`src/rtl/ahb2apb_ctrl.sv`:
```
// AHB-to-APB bridge controller: registers the AHB address phase, then runs one
// APB SETUP/ACCESS sequence per transfer with a two-cycle AHB error response.
module ahb2apb_ctrl #(
    parameter int NUM_SLAVES = 2,
    parameter int SEL_LSB    = 12
) (
    input  logic                         HCLK,
    input  logic                         HRESET,
    input  logic                         HSEL,
    input  logic [31:0]                  HADDR,
    input  logic [1:0]                   HTRANS,
    input  logic                         HWRITE,
    input  logic [31:0]                  HWDATA,
    input  logic                         HREADY,
    output logic                         HREADYOUT,
    output logic                         HRESP,
    output logic [31:0]                  HRDATA,
    output logic [31:0]                  PADDR,
    output logic                         PWRITE,
    output logic [31:0]                  PWDATA,
    output logic                         PENABLE,
    output logic [NUM_SLAVES-1:0]        PSEL_slave,
    input  logic [NUM_SLAVES-1:0][31:0]  PRData_slave,
    input  logic                         PREADY,
    input  logic                         PSLVERR
);

    localparam int IDX_W = (NUM_SLAVES > 1) ? $clog2(NUM_SLAVES) : 1;

    typedef enum logic [2:0] {
        ST_IDLE   = 3'd0,
        ST_SETUP  = 3'd1,
        ST_ACCESS = 3'd2,
        ST_ERR1   = 3'd3,
        ST_ERR2   = 3'd4
    } state_t;

    state_t             state_r;
    state_t             state_nxt_s;
    logic [31:0]        paddr_r;
    logic               pwrite_r;
    logic [IDX_W-1:0]   idx_r;
    logic [IDX_W-1:0]   idx_in_s;
    logic               accept_s;
    logic               dec_ok_s;
    logic               take_s;
    logic [NUM_SLAVES-1:0] psel_dec_s;
    logic [31:0]        rdata_sel_s;
    logic               unused_s;

    assign accept_s = HSEL & HTRANS[1] & HREADY;
    assign idx_in_s = HADDR[SEL_LSB +: IDX_W];
    assign dec_ok_s = (32'(idx_in_s) < 32'(NUM_SLAVES));
    assign unused_s = HTRANS[0];

    assign PADDR  = paddr_r;
    assign PWRITE = pwrite_r;
    // The master holds HWDATA while HREADYOUT is low, so no capture register is needed.
    assign PWDATA = HWDATA;

    // Slave select decode and read-data mux from the registered index.
    always_comb begin
        psel_dec_s  = {NUM_SLAVES{1'b0}};
        rdata_sel_s = 32'h0000_0000;
        for (int i = 0; i < NUM_SLAVES; i++) begin
            if (idx_r == IDX_W'(i)) begin
                psel_dec_s[i] = 1'b1;
                rdata_sel_s   = PRData_slave[i];
            end else begin
                psel_dec_s[i] = 1'b0;
            end
        end
    end

    // State register and address-phase capture.
    always_ff @(posedge HCLK) begin
        if (HRESET) begin
            state_r  <= ST_IDLE;
            paddr_r  <= 32'h0000_0000;
            pwrite_r <= 1'b0;
            idx_r    <= {IDX_W{1'b0}};
        end else begin
            state_r <= state_nxt_s;
            if (take_s) begin
                paddr_r  <= HADDR;
                pwrite_r <= HWRITE;
                idx_r    <= idx_in_s;
            end
        end
    end

    // Next-state and bus outputs; outputs are forced idle while reset is asserted.
    always_comb begin
        state_nxt_s = state_r;
        take_s      = 1'b0;
        HREADYOUT   = 1'b1;
        HRESP       = 1'b0;
        HRDATA      = 32'h0000_0000;
        PENABLE     = 1'b0;
        PSEL_slave  = {NUM_SLAVES{1'b0}};
        if (HRESET) begin
            state_nxt_s = ST_IDLE;
        end else begin
            case (state_r)
                ST_IDLE: begin
                    if (accept_s) begin
                        take_s      = 1'b1;
                        state_nxt_s = dec_ok_s ? ST_SETUP : ST_ERR1;
                    end else begin
                        state_nxt_s = ST_IDLE;
                    end
                end
                ST_SETUP: begin
                    HREADYOUT   = 1'b0;
                    PSEL_slave  = psel_dec_s;
                    state_nxt_s = ST_ACCESS;
                end
                ST_ACCESS: begin
                    PSEL_slave = psel_dec_s;
                    PENABLE    = 1'b1;
                    if (!PREADY) begin
                        HREADYOUT   = 1'b0;
                        state_nxt_s = ST_ACCESS;
                    end else if (PSLVERR) begin
                        HREADYOUT   = 1'b0;
                        HRESP       = 1'b1;
                        state_nxt_s = ST_ERR2;
                    end else begin
                        HRDATA = rdata_sel_s;
                        if (accept_s) begin
                            take_s      = 1'b1;
                            state_nxt_s = dec_ok_s ? ST_SETUP : ST_ERR1;
                        end else begin
                            state_nxt_s = ST_IDLE;
                        end
                    end
                end
                ST_ERR1: begin
                    HREADYOUT   = 1'b0;
                    HRESP       = 1'b1;
                    state_nxt_s = ST_ERR2;
                end
                ST_ERR2: begin
                    HRESP = 1'b1;
                    if (accept_s) begin
                        take_s      = 1'b1;
                        state_nxt_s = dec_ok_s ? ST_SETUP : ST_ERR1;
                    end else begin
                        state_nxt_s = ST_IDLE;
                    end
                end
                default: begin
                    state_nxt_s = ST_IDLE;
                end
            endcase
        end
    end

endmodule

```
`config.mk`:
```
export PLATFORM = sky130hd
export DESIGN_NAME = ahb2apb_ctrl
export DESIGN_NICKNAME = d
export VERILOG_FILES = /design/src/rtl/ahb2apb_ctrl.sv
export SDC_FILE = /design/constraint.sdc
export NUM_CORES = 1
export LEC_CHECK = 0
export CORE_ASPECT_RATIO = 0.7
export CORE_MARGIN = 3
export CORE_UTILIZATION = 29
export CTS_CLUSTER_SIZE = 20
export DETAILED_ROUTE_END_ITERATION = 8
export PLACE_DENSITY = 0.77
export SETUP_SLACK_MARGIN = 0.05
export SYNTH_ARGS = -nofsm -noshare
export SYNTH_HDL_FRONTEND = slang
export SYNTH_SLANG_ARGS = --single-unit
```
`constraint.sdc`:
```
create_clock -name HCLK -period 2.3 [get_ports HCLK]
set_input_delay 0.575 -clock HCLK [delete_from_list [all_inputs] [get_ports HCLK]]
set_output_delay 0.575 -clock HCLK [all_outputs]
set_load 0.1 [all_outputs]
```
# Word-level counts from Yosys, hierarchy flattened
# Cells that the tools add are included.
totals:
  register_bits: 37
  latchBits: 0
  ram_bits: 0
  rom_bits: 0
  input_bits: 137
  output_inout_bits: 102
  mem_count: 0
classes:
  n_addsub: 0
  n_mul: 0
  div: 0
  magnitude_cmp: 0
  eq_ne: 4
  shifts: 0
  mux: 28
  bitwise: 2
  n_reduce_logical: 5
ops:
  columns: ["op", "n"]
  rows:
  - ["$mux 32", 5]
  - ["$mux 1", 15]
  - ["$pmux 3 s4", 1]
  - ["$reduce_or 2->1", 4]
  - ["$eq 3x2->1 const B", 2]
  - ["$mux 3", 2]
  - ["$pmux 1 s2", 3]
  - ["$mux 2", 2]
  - ["$eq 3x1->1 const B", 1]
  - ["$eq 3x3->1 const B", 1]
  - ["$logic_not 3->1", 1]
  - ["$and 1x1->1", 2]

# Depth between registers and ports, before layout
# Gate-level depths: netlist of run 1.
depth:
  depth_word: 7
  ltp_mapped: 5
  depth_no_buf: 4

# Worst setup path after synthesis of run 1
# OpenSTA, ideal clock, no wires.
synth_timing:
  path_type: "input to output"
  startpoint: "input HRESET"
  endpoint: "output PSEL_slave[0]"
  t_arrival_ns: 5.656
  t_required_ns: 1.725
  setup_slack_ns: -3.931
  cell_stages: 3
  path_buffers: 2
  path_cell_list: "clkbuf_1 > clkbuf_1 > a2111oi_0"
synth_between:
  elab_chain_len: 1
synth_rtl:
  columns: ["item", "line", "rtl"]
  rows:
  - ["start: declaration", "8", "input logic HRESET,"]
  - ["$mux 2", "101", "if (HRESET) begin"]
  - ["end: declaration", "22", "output logic [NUM_SLAVES-1:0] PSEL_slave,"]
# Every way passes these cells.

# Final worst setup path of run 1
layout_timing:
  startpoint: "input HRESET"
  endpoint: "output HRDATA[9]"
layout_between:
  elab_chain_len: 1
layout_rtl:
  columns: ["item", "line", "rtl"]
  rows:
  - ["$mux 32", "101", null]
  - ["end: declaration", "17", "output logic [31:0] HRDATA,"]
# Every way passes these cells.

==> run_results.csv, run 1 <==
group,metric,value,unit
outcome,status,"completed",
grt,use_met3,6.63,%
placed_design,pre_cts_slack,-0.228,ns
pwr,total_power,0.00186,W
die,dieHeight,81.0,um
yosys,muxShareOfSynthArea,34.3,%
yosys,syn_area_per_cell,9.74,um^2
die,core,0.00755,mm^2
route,drc,0,
yosys,syn_area,0.00233,mm^2
route,drt_first_iter_violations,40,
die,start_util,30.8,%
grt,grt_use_met1,20.3,%
clock_network,numClockSinks,36,
timing,max_freq,457,MHz
pwr,power.density,386,mW/mm^2
clock_network,clk_pin_slew,0.06,ns
grt,use_met2,27.8,%
timing,final.period_utilization,95.1,%
timing,hold_viol,0,
clock_network,root_buffer,"clkbuf_16",
timing,setup_slack,0.113,ns
final_layout,syn2layout_area_growth,107,%
setup_path,crit_family,"buffers and inverters",
grt,grt_max_degree,36,
timing,post-route-min-period,2.19,ns
placed_design,post-place-cells,470,
final_layout,drive_gt1_share,43.2,%
yosys,yosys.area_share.adder,0,%
yosys,synth_top_family_by_area,"multiplexers",
yosys,synthTopCellsByArea,"dfxtp_1 31%, mux2_4 19%, mux2i_1 15%, buf_4 11%, nor2b_1 8.3%",
final_layout,regArea,727,um^2
pwr,power.switching,0.000550,W
final_layout,final_core_util,63.9,%
setup_path,critPathMaxFanout,8,
yosys,synth_warnings,0,
clock_network,insertion_delay,0.27,ns
run,maxCapViolCount,0,
yosys,syn_inst,239,
placed_design,port_buffers,173,
die,die_x,113,um
pwr,p_leak,1.94,nW
final_layout,n_fill_cell,603,
grt,globalRouteOverflowTotal,0,
yosys,synth_seq_cells,36,
pwr,pwr-share-comb,29.8,%
final_layout,multi_input_area,0.00158,mm^2
yosys,yosysUniqueCellTypes,25,
grt,grt_pass1_wl,12.0,mm
yosys,seq_area_frac_synth,31.0,%
yosys,synth_top_area_cell,"dfxtp_1",
route,num_vias,2184,
hold_path,hold_path.class,"reg2reg",
die,dieArea,0.00915,mm^2
setup_path,critPathArrivalTime,1.61,ns
placed_design,dp_hpwl,6.50,mm
timing,worstMarginPinSlew,0.355,ns
die,rows,26,
timing,slew_violations,0,
yosys,synth_compound_area_share,2.53,%
placed_design,gp_congestion,0.748,
grt,grt_usage,16.5,%
final_layout,final_cell_mix,"100 x clkdlybuf4s50_1, 41 x buf_12, 37 x buf_4",
setup_path,critPathCaptureType,"output port",
route,finalWirelength,8.37,mm
clock_network,cts_hold_buf,0,
setup_path,crit_top_cell,"nor2_4",
pwr,internal_power,0.00131,W
final_layout,fin_area,0.00483,mm^2
timing,finClkSkew,0.00695,ns
placed_design,post_dp_cell_area,0.00454,mm^2
setup_path,crit_type,"in2out",
route,antenna_left,0,
final_layout,fin_nets,523,
final_layout,final_common_cell,"clkdlybuf4s50_1",
setup_path,slowest_stage,"buf_6",
grt,grt-busiest-layer,"met2",
clock_network,htreeDepth,2,
route,wl_per_cell,17.2,um
final_layout,antennaDiodeCount,0,
route,vias_per_cell,4.50,
grt,antenna_found_initial,0,
timing,rsz0062_at_grt,"no",
setup_path,path_cells,"buf_2, nor2_4, nand4_1, buf_6, buf_16, nor2_4, buf_12",
grt,grt_pass1_vias,2241,
timing,finalSetupViolations,0,
setup_path,startpoint_type,"input pin",
setup_path,slowest_delay,0.18,ns
final_layout,stdcell_count,485,
clock_network,cts-buffers-inserted,5,
setup_path,cp.buffers_inverters,4,
clock_network,cts_tree,"done",
clock_network,cts_buffer_depth,2,
die,io_pins,239,
timing,slew_headroom,75.7,%
yosys,synth_nets,376,
yosys,synth-simple-area-share,17.7,%
pwr,pwr-share-seq,35.2,%
pwr,clkPwrFrac,34.9,%
route,firstDrtPassIters,6,
yosys,synth-xor-area-share,0,%
pwr,swShare,29.5,%
yosys,synth_top_area_share,31.0,%
setup_path,worstPathRequired,1.73,ns
pwr,ir_drop,0.000302,V
==> cell type report <==
type                       instances  area share [%]
clock buffer                       7            2.75
clock inverter                     1           0.181
inverter                           4           0.311
multi-input combinational        152            32.7
sequential                        36            15.1
tap                               98            2.54
timing repair buffer             187            46.5
==> metrics by stage <==
stage	hold WS, ns	TNS [ns]
6_report	0.483	0
4_1_cts	0.485	0
5_1_grt	0.514	0
3_3_place_gp	0.465	-10.23
3_5_place_dp	0.469	-11.91
2_1_floorplan	0.523	-2.34
==> metal layers <==
layer / share of wire, % / wire length (um)
met1: 42 / 3530
met2: 49 / 4060
met3: 8.1 / 677
met4: 1.2 / 102
met5: 0 / 0
==> power groups by stage <==
stage | logic [W] | registers, W | clock network [W]
2_1_floorplan | 0.000433 | 0.000810 | 0
3_5_place_dp | 0.000552 | 0.000670 | 0
3_3_place_gp | 0.000544 | 0.000670 | 0
5_1_grt | 0.000580 | 0.000659 | 0.000707
6_report | 0.000556 | 0.000657 | 0.000651
4_1_cts | 0.000554 | 0.000657 | 0.000675
==> cells by family (layout without fill, tap and decap cells) <==
family,Yosys count,in the layout
compound gates,8,8
buf+inv,51,199
flops,36,36
mux,65,65
simple gates,79,79
==> sequential cells by signal, summed over array words and instances, names as in the netlist <==
| register | count |
|---|---|
| PADDR | 32 |
| PWRITE | 1 |
| state_r | 3 |
==> cells in the mapped netlist <==
| master | n |
|---|---|
| a21boi_0 | 1 |
| inv_1 | 4 |
| a31oi_1 | 1 |
| nor3b_1 | 1 |
| and3_1 | 1 |
| nand4b_1 | 1 |
| o21ai_0 | 2 |
| a2111oi_0 | 2 |
| and2_1 | 1 |
| nor2b_1 | 31 |
| buf_1 | 3 |
| mux2i_1 | 34 |
| mux2_2 | 2 |
| buf_6 | 3 |
| mux2_4 | 29 |
| nand4_1 | 1 |
| nor2_1 | 35 |
| clkbuf_1 | 8 |
| nor3_1 | 1 |
| or3b_1 | 1 |
| buf_4 | 33 |
| dfxtp_1 | 36 |
| a211o_2 | 1 |
| nand2b_1 | 6 |
| a21o_1 | 1 |
==> tightest hold or removal path: stages, from the launching register on <==
cell	delay (ns)
dfxtp_1	0.31
nand2b_1	0.06
mux2i_1	0.06
==> worst paths after layout <==
kind / start / end / slack (ns) / depth (start not counted)
min reg2reg: PADDR[27] / PADDR[27] / 0.48 / 2
max: HRESET / HRDATA[9] / 0.11 / 7
max reg2reg: state_r[2] / PADDR[21] / 0.42 / 5
min: PADDR[27] / PADDR[27] / 0.48 / 2
==> repair_timing <==
item | CTS | global route
resized for setup | 4 | 12
gates cloned | 2 | 2
pin swaps | 6 | 4
buffers inserted | 2 | 1
endpoints found under the setup margin | 34 | 34
(Power assumes the default switching activity.)
==> run 2, diff against run 1 <==
--- a/config.mk
+++ b/config.mk
@@ -6,7 +6,6 @@
 export NUM_CORES = 1
 export LEC_CHECK = 0
 export CORE_ASPECT_RATIO = 0.7
-export CORE_MARGIN = 3
 export CORE_UTILIZATION = 29
 export CTS_CLUSTER_SIZE = 20
 export DETAILED_ROUTE_END_ITERATION = 8
==> run 2 against run 1 <==
Non-clock buffer count is 11 higher. Utilization up 1.5 points. Final cell count is 2.1% higher. Maximum frequency fell by 1.3%. Die area down 8.3%. Largest cell class unchanged.
==> run_results.csv, run 2 (synthesis gave the netlist of run 1 again) <==
group,metric,value,unit
timing,post-route-min-period,2.21,ns
placed_design,dp_hpwl,6.44,mm
setup_path,crit_type,"in2out",
placed_design,gp_congestion,0.734,
final_layout,largest_reg_flops,32,
setup_path,path_cells,"buf_8, buf_4, buf_4, a2111oi_4, buf_12",
route,route.met3.wl,703,um
clock_network,htreeDepth,2,
pwr,p_leak,2.00,nW
clock_network,root_buffer,"clkbuf_16",
setup_path,critPathMaxFanout,17,
outcome,status,"completed",
route,drt_first_iter_violations,46,
grt,grt_usage,18.1,%
die,io_pins,239,
timing,slew_violations,0,
die,start_util,31.0,%
timing,slew_headroom,77.2,%
pwr,power.density,388,mW/mm^2
clock_network,cts-buffers-inserted,5,
run,maxCapViolCount,0,
final_layout,syn2layout_area_growth,111,%
route,firstDrtPassIters,4,
die,rows,26,
timing,worstMarginPinSlew,0.332,ns
pwr,power.switching,0.000539,W
clock_network,clk_pin_slew,0.05,ns
route,antenna_left,0,
timing,finClkSkew,0.00408,ns
setup_path,critPathArrivalTime,1.64,ns
placed_design,post_dp_cell_area,0.00468,mm^2
route,wl_per_cell,15.8,um
setup_path,critPathCaptureType,"output port",
timing,finalSetupViolations,0,
pwr,internal_power,0.00137,W
final_layout,final_cell_mix,"100 x clkdlybuf4s50_1, 48 x buf_4, 44 x buf_12",
route,drc,0,
setup_path,slowest_stage,"a2111oi_4",
pwr,pwr-share-seq,34.5,%
route,vias_per_cell,4.42,
hold_path,hold_path.class,"reg2reg",
timing,final.period_utilization,96.3,%
clock_network,cts_buffer_depth,2,
pwr,swShare,28.3,%
timing,rsz0062_at_grt,"no",
clock_network,cts_tree,"done",
setup_path,worstPathRequired,1.73,ns
timing,fin_setup_tns,0,ns
route,num_vias,2189,
die,dieArea,0.00839,mm^2
clock_network,cts_hold_buf,0,
final_layout,fin_area,0.00492,mm^2
die,dieHeight,77.0,um
final_layout,drive_gt1_share,45.1,%
grt,grt_pass1_wl,12.0,mm
timing,holdWs,0.477,ns
pwr,ir_drop,0.000388,V
timing,max_freq,452,MHz
route,finalWirelength,7.83,mm
pwr,clkPwrFrac,36.3,%
grt,antenna_found_initial,0,
final_layout,antennaDiodeCount,0,
die,die_x,109,um
final_layout,fin_nets,534,
route,wirelength_met1,3.02,mm
grt,globalRouteOverflowTotal,0,
final_layout,final_common_cell,"clkdlybuf4s50_1",
clock_network,insertion_delay,0.27,ns
route,wl_met2,4.08,mm
setup_path,slowest_delay,0.40,ns
placed_design,port_buffers,173,
timing,hold_viol,0,
route,highest_layer,"met4",
grt,grt_pass1_vias,2294,
pwr,pwr-share-comb,29.2,%
clock_network,numClockSinks,36,
die,core,0.00751,mm^2
grt,grt_max_degree,24,
setup_path,startpoint_type,"input pin",
setup_path,crit_top_cell,"buf_4",
-- run 2: changes by cell type in the layout (fill, tap and decap cells not counted), sizes merged --
| cell | previous run | this run |
|---|---|---|
| clkbuf | 11 | 7 |
| clkinv | 1 | 0 |
| buf | 83 | 97 |
| bufbuf | 0 | 1 |
-- run 2: worst max-delay path, delay by kind of cell --
family / cells / cell delay [ns]
buf+inv: 4 / 0.64
compound gates: 1 / 0.40
-- run 2: metal layers --
layer / up-vias / GRT usage (%)
met4: 0 / 1.49
li1: 1077 / -
met1: 1011 / 21.0
met5: - / 0
met2: 93 / 33.0
met3: 8 / 6.04
-- run 2: what timing repair did --
action,in CTS,in global routing
buffers inserted,5,2
pin swaps,6,5
resized for setup,17,4
endpoints found under the setup margin,34,29
gates cloned,1,0
-- run 2: stage by stage --
stage | util (%) | power [W] | setup slack, ns | instances
5_1_grt | 65.5 | 0.00198 | 0.0317 | 495
3_5_place_dp | 62.2 | 0.00123 | -0.202 | 481
6_report | 65.5 | 0.00191 | 0.0854 | 495
4_1_cts | 65.5 | 0.00193 | -0.0137 | 494
3_3_place_gp | 62.2 | 0.00122 | -0.136 | 481
2_1_floorplan | - | 0.00124 | -0.335 | 239
-- run 2: power by group through the flow --
stage                     combinational [W]  clock (W)  sequential, W
after floorplan                    0.000433          0       0.000810
after global placement             0.000544          0       0.000673
after detailed placement           0.000554          0       0.000674
after global routing               0.000583   0.000738       0.000660
after CTS                          0.000562   0.000711       0.000659
final                              0.000558   0.000692       0.000658
-- run 2: layout make-up --
class	count	area, um^2
fill	597	2590
multi-input combinational	152	1580
timing repair buffer	198	2320
clock buffer	7	153
sequential	36	732
tap	98	123
inverter	4	15.0
-- run 2: path summary, 6_finish.rpt --
| kind | depth (start not counted) | endpoint | slack, ns | start |
|---|---|---|---|---|
| hold / removal | 2 | PADDR[27] | 0.48 | PADDR[27] |
| setup / recovery | 5 | PSEL_slave[1] | 0.09 | HRESET |
| setup reg to reg | 4 | PADDR[25] | 0.60 | state_r[2] |
| hold reg to reg | 2 | PADDR[27] | 0.48 | PADDR[27] |
